**config.mk**
```make
export PLATFORM = sky130hd
export DESIGN_NAME = fib_index
export DESIGN_NICKNAME = d
export VERILOG_FILES = /design/src/rtl/fib_index.sv
export SDC_FILE = /design/constraint.sdc
export NUM_CORES = 1
export LEC_CHECK = 0
export BUFFER_PORTS_ARGS = -buffer_cell sky130_fd_sc_hd__buf_2
export CAP_MARGIN = 5
export CORE_MARGIN = 1.5
export CORE_UTILIZATION = 50
export CTS_CLUSTER_DIAMETER = 40
export DETAILED_ROUTE_END_ITERATION = 10
export GPL_TIMING_DRIVEN = 0
export PLACE_DENSITY = 0.8
export SLEW_MARGIN = 5
export SYNTH_ARGS = -nofsm -noshare
export SYNTH_HDL_FRONTEND = slang
export SYNTH_SLANG_ARGS = --single-unit
```
**constraint.sdc**
```tcl
create_clock -name CLK -period 2.6 [get_ports CLK]
set_input_delay 0.65 -clock CLK [delete_from_list [all_inputs] [get_ports CLK]]
set_output_delay 0.65 -clock CLK [all_outputs]
set_load 0.02 [all_outputs]
```
**src/rtl/fib_index.sv**
```systemverilog
// fib_index: inverse Fibonacci decoder.
//
// Accepts a value V on an Avalon-ST sink and returns the index n such that
// F(n) == V, with F(1) = F(2) = 1. Terms are generated one per clock and
// compared against V, so only one request is in flight at a time. When V
// is not a Fibonacci number, the index of the largest term below V is
// returned together with ASO_ERROR. The search stops at IDX_MAX, so the
// term registers can never overflow.
//
// Ports:
//   CLK        rising-edge clock
//   RESET_n    synchronous active-low reset
//   ASI_READY  sink ready, high only while idle
//   ASI_VALID  sink data valid
//   ASI_DATA   value V to decode
//   ASO_VALID  one-cycle result strobe
//   ASO_DATA   result index, zero-extended to DATA_W
//   ASO_ERROR  V is not a Fibonacci number (qualified by ASO_VALID)
module fib_index #(
  parameter int unsigned DATA_W  = 32,
  parameter int unsigned IDX_MAX = 47
) (
  input  logic              CLK,
  input  logic              RESET_n,
  output logic              ASI_READY,
  input  logic              ASI_VALID,
  input  logic [DATA_W-1:0] ASI_DATA,
  output logic              ASO_VALID,
  output logic [DATA_W-1:0] ASO_DATA,
  output logic              ASO_ERROR
);

  localparam int unsigned IDX_W = $clog2(IDX_MAX + 1);
  localparam logic [IDX_W-1:0] IDX_LAST = IDX_W'(IDX_MAX);

  typedef enum logic [1:0] {
    S_IDLE = 2'd0,
    S_CALC = 2'd1,
    S_DONE = 2'd2
  } state_t;

  state_t             state_q, state_d;
  logic               ready_q, ready_d;
  logic [DATA_W-1:0]  val_q,   val_d;
  logic [DATA_W-1:0]  prev_q,  prev_d;
  logic [DATA_W-1:0]  cur_q,   cur_d;
  logic [IDX_W-1:0]   idx_q,   idx_d;
  logic               ovld_q,  ovld_d;
  logic [DATA_W-1:0]  odata_q, odata_d;
  logic               oerr_q,  oerr_d;

  assign ASI_READY = ready_q;
  assign ASO_VALID = ovld_q;
  assign ASO_DATA  = odata_q;
  assign ASO_ERROR = oerr_q;

  always_comb begin
    state_d = state_q;
    ready_d = ready_q;
    val_d   = val_q;
    prev_d  = prev_q;
    cur_d   = cur_q;
    idx_d   = idx_q;
    ovld_d  = ovld_q;
    odata_d = odata_q;
    oerr_d  = oerr_q;

    case (state_q)
      S_IDLE: begin
        // Ready comes up one edge after reset release (or after DONE);
        // an accept needs the registered ready to already be high.
        ready_d = 1'b1;
        if (ready_q && ASI_VALID) begin
          val_d   = ASI_DATA;
          prev_d  = '0;
          cur_d   = DATA_W'(1);
          idx_d   = IDX_W'(1);
          ready_d = 1'b0;
          state_d = S_CALC;
        end
      end

      S_CALC: begin
        // Equality is tested first so V=1 resolves at index 1, never 2.
        if (cur_q == val_q) begin
          odata_d = DATA_W'(idx_q);
          oerr_d  = 1'b0;
          ovld_d  = 1'b1;
          state_d = S_DONE;
        end else if (cur_q > val_q) begin
          // Overshot: V lies strictly between two terms (or V is 0).
          odata_d = DATA_W'(idx_q - IDX_W'(1));
          oerr_d  = 1'b1;
          ovld_d  = 1'b1;
          state_d = S_DONE;
        end else if (idx_q == IDX_LAST) begin
          // V exceeds the largest representable term.
          odata_d = DATA_W'(IDX_LAST);
          oerr_d  = 1'b1;
          ovld_d  = 1'b1;
          state_d = S_DONE;
        end else begin
          prev_d = cur_q;
          cur_d  = prev_q + cur_q;
          idx_d  = idx_q + IDX_W'(1);
        end
      end

      S_DONE: begin
        ovld_d  = 1'b0;
        ready_d = 1'b1;
        state_d = S_IDLE;
      end

      default: begin
        ready_d = 1'b0;
        ovld_d  = 1'b0;
        state_d = S_IDLE;
      end
    endcase
  end

  always_ff @(posedge CLK) begin
    if (!RESET_n) begin
      state_q <= S_IDLE;
      ready_q <= 1'b0;
      val_q   <= '0;
      prev_q  <= '0;
      cur_q   <= '0;
      idx_q   <= '0;
      ovld_q  <= 1'b0;
      odata_q <= '0;
      oerr_q  <= 1'b0;
    end else begin
      state_q <= state_d;
      ready_q <= ready_d;
      val_q   <= val_d;
      prev_q  <= prev_d;
      cur_q   <= cur_d;
      idx_q   <= idx_d;
      ovld_q  <= ovld_d;
      odata_q <= odata_d;
      oerr_q  <= oerr_d;
    end
  end

endmodule

```
==> key figures <==
Status
  • Status: finished, violations left
  • Failing checks: setup timing

Global routing
  • GRT Util Overall: 28.6%
  • Vias in the first global route: 6463
  • Largest net degree at the start of global routing: 28
  • First-pass GRT wire length: 32600 µm
  • Congestion Overflow GR: 0
  • Antenna violations before repair: 0

Layout
  • Commonest non-fill, non-tap cell in the layout: nand2_1
  • Layout Cell Area excl Fill: 9420 µm²
  • Syn-to-layout area delta: 34.1%
  • Most frequent cells in the layout: nand2_1, dfxtp_1, buf_2, a21oi_1, ha_1
  • Nets: 1095
  • Layout cells sized above 1: 31.2%
  • Multi-input logic area: 4750 µm²
  • Sequential Area: 2320 µm²
  • Fillers: 1021
  • Diodes inserted: 0

Critical path
  • Critical Path Start Type: flip-flop
  • Worst Reg-to-Reg Cells: 10
  • Worst EP arrival: 3150 ps
  • Worst EP required: 2890 ps
  • Crit. End Element: flip-flop
  • Critical R2R Launch: cur_q[23]
  • Crit path max fanout: 8
  • Crit Path Class: flip-flop to flip-flop
  • CP Launch Point: cur_q[23]
  • FF-to-FF setup slack: -260 ps
  • Reg-to-Reg End: cur_q[31]
  • Crit path capture: cur_q[31]

Yosys
  • Synthesized flop and latch total: 114
  • Synth warn: 0
  • Post-synth EDFFs: 0
  • Asr flop ratio synth: 0%
  • Synth top area share: 32.5%
  • Post-Syn Instances: 868
  • Mapped Nets: 969
  • Post-synth top flop: dfxtp_1
  • Area contributors post-synth: dfxtp_1, ha_1, nand2_1, a21oi_1, nand3_1
  • Synth Cell Area: 7030 µm²
  • Avg Synthesized Cell Area: 8.09 µm²
  • Cell variety after synth: 73
  • Synth area leader: dfxtp_1
  • Seq/Total Area, Yosys: 32.5%

Power and ir drop
  • P_leak: 3.96 nW
  • Sw Pwr: 1.60 mW
  • Sequential Power Share: 32.6%
  • Clk pwr share: 45.8%
  • Logic pwr share: 21.6%
  • Pint: 4.06 mW
  • Peak supply drop: 0.512 mV
  • Pwr dens: 601 nW/µm²
  • Switching Fraction: 28.3%

STA
  • Fin crit period: 2860 ps
  • RSZ-0062 raised after global routing: true
  • Slew HR: 17.6%
  • Final Setup Violations: 59
  • Final hold vios: 0
  • Least-Margin Pin Slew: 1230 ps
  • Worst Setup Slack, final: -265 ps
  • Part of the cycle the worst path needs: 110%
  • Clk_skew: 11.6 ps
  • Post-Route Setup TNS: -5710 ps
  • Max Clk Rate: 349 MHz
  • Pins over their slew limit: 0

Drt
  • Drt drc: 0
  • DR iter-0 viols: 623
  • Initial DRT Pass Iterations: 6
  • Vias after detailed routing: 7097
  • DRT Wirelength: 22700 µm
  • DR vias/cell: 5.98
  • Antenna viol nets, final: 0
  • Routed wire per std cell: 19.1 µm

Die
  • Io pins: 70
  • Num rows: 43
  • Die height: 122 µm
  • Core Region: 13800 µm²
  • Initial Util: 51.0%
  • Die area: 14800 µm²
  • Die X: 122 µm

Placement
  • Cell Area, Placed: 7600 µm²
  • Routability cong.: 0.922
  • HPWL after detailed placement: 13600 µm
  • # port buffers: 69

Clock network
  • H-tree depth: 4
  • Root buffer cell: clkbuf_16
  • Maximum buffer depth of the clock tree: 2
  • Clk_lat worst skew: 430 ps
  • Total CTS buffers: 17
  • CTS tree: built
  • Clock-pin slew on the worst setup and hold paths: 60 ps
  • Cts-stage hold buffer count: 0
  • CTS Sinks: 114

Min path
  • Worst hold path class: flip-flop to flip-flop

Run
  • MaxCap Viol Count: 0
critical path, cell delays in order (launching register included):
cell	delay, ps
dfxtp_1	360
ha_2	440
and4_1	270
nand4_1	120
a2111oi_1	370
o31ai_2	130
buf_4	180
a21o_1	200
a31oi_1	310
o21bai_1	200
nand4_1	150
cells in the mapped netlist (7+ instances only):
library cell	count
nand2_1	135
dfxtp_1	114
a21oi_1	87
ha_1	65
nand3_1	61
inv_1	49
a21boi_0	30
clkbuf_1	28
buf_4	27
nand4_1	23
nor2_1	23
o21ai_0	23
a21o_1	13
nor2b_1	13
xnor2_1	12
o21a_1	11
xor2_1	11
a21boi_1	9
buf_2	9
nor3_1	9
a22oi_1	8
or3_1	7
stage by stage:
step / worst slack, ps / total power, mW / util [%] / hold WS [ps] / instances
after floorplan: 117 / 2.39 / - / 436 / 868
after global placement: -285 / 2.64 / 55.2 / 446 / 1117
after detailed placement: -340 / 2.66 / 55.2 / 448 / 1117
after CTS: -155 / 5.42 / 63.5 / 455 / 1173
after global routing: -315 / 5.81 / 68.4 / 457 / 1186
final: -265 / 5.66 / 68.4 / 459 / 1186
logic make-up after synthesis:
group / Yosys count / share of synthesized area [%]
AO/OA/AOI/OAI: 234 / 22.0
XOR/XNOR: 23 / 2.87
adder cells (fa/ha/maj): 66 / 11.9
buffers and inverters: 119 / 8.49
flip-flops: 114 / 32.5
multiplexers: 3 / 0.427
AND/OR/NAND/NOR: 309 / 21.9
worst min path at each step:
| stage | from | endpoint | cells after the start |
|---|---|---|---|
| 6_report | val_q[29] | val_q[29] | 2 |
| 5_1_grt | ASI_DATA[4] | val_q[4] | 3 |
| 4_1_cts | val_q[2] | val_q[2] | 2 |
| 3_5_place_dp | val_q[2] | val_q[2] | 2 |
| 3_3_place_gp | val_q[3] | val_q[3] | 2 |
| 2_1_floorplan | val_q[1] | val_q[1] | 2 |
power by group through the flow:
stage	Combinational, mW	Sequential, mW	Clock [mW]
2_1_floorplan	0.511	1.88	0
3_3_place_gp	0.772	1.87	0
3_5_place_dp	0.783	1.88	0
4_1_cts	0.987	1.84	2.59
5_1_grt	1.27	1.85	2.68
6_report	1.22	1.85	2.59
sequential cells by signal, indices dropped and copies added, names as in the netlist:
register,cells
idx_q,6
ASO_DATA,7
state_q,2
ASO_ERROR,1
prev_q,32
val_q,32
ASI_READY,1
ASO_VALID,1
cur_q,32
per-layer routing:
metal / wire, µm / vias up / global-route usage, % / share of wire [%]
met5: 0 / - / 0 / 0
met4: 1210 / 0 / 13.3 / 5.3
met3: 2030 / 100 / 7.02 / 9.0
met2: 10500 / 338 / 46.4 / 47
met1: 8870 / 3351 / 35.8 / 39
li1: - / 3308 / - / -
what timing repair did:
action,in CTS,in global routing
gates cloned,3,3
endpoints found under the setup margin,81,81
setup buffers,22,13
pin swaps,36,69
gates resized for setup,71,119
area by class of cell:
class | instances | share of cell area [%]
tap | 180 | 2.39
buffer | 69 | 5.19
clock inverter | 9 | 1.90
inverter | 49 | 1.95
sequential | 114 | 24.6
multi-input combinational | 635 | 50.4
clock buffer | 22 | 4.93
timing repair buffer | 108 | 8.67
Power figures use the tool's default switching activity.
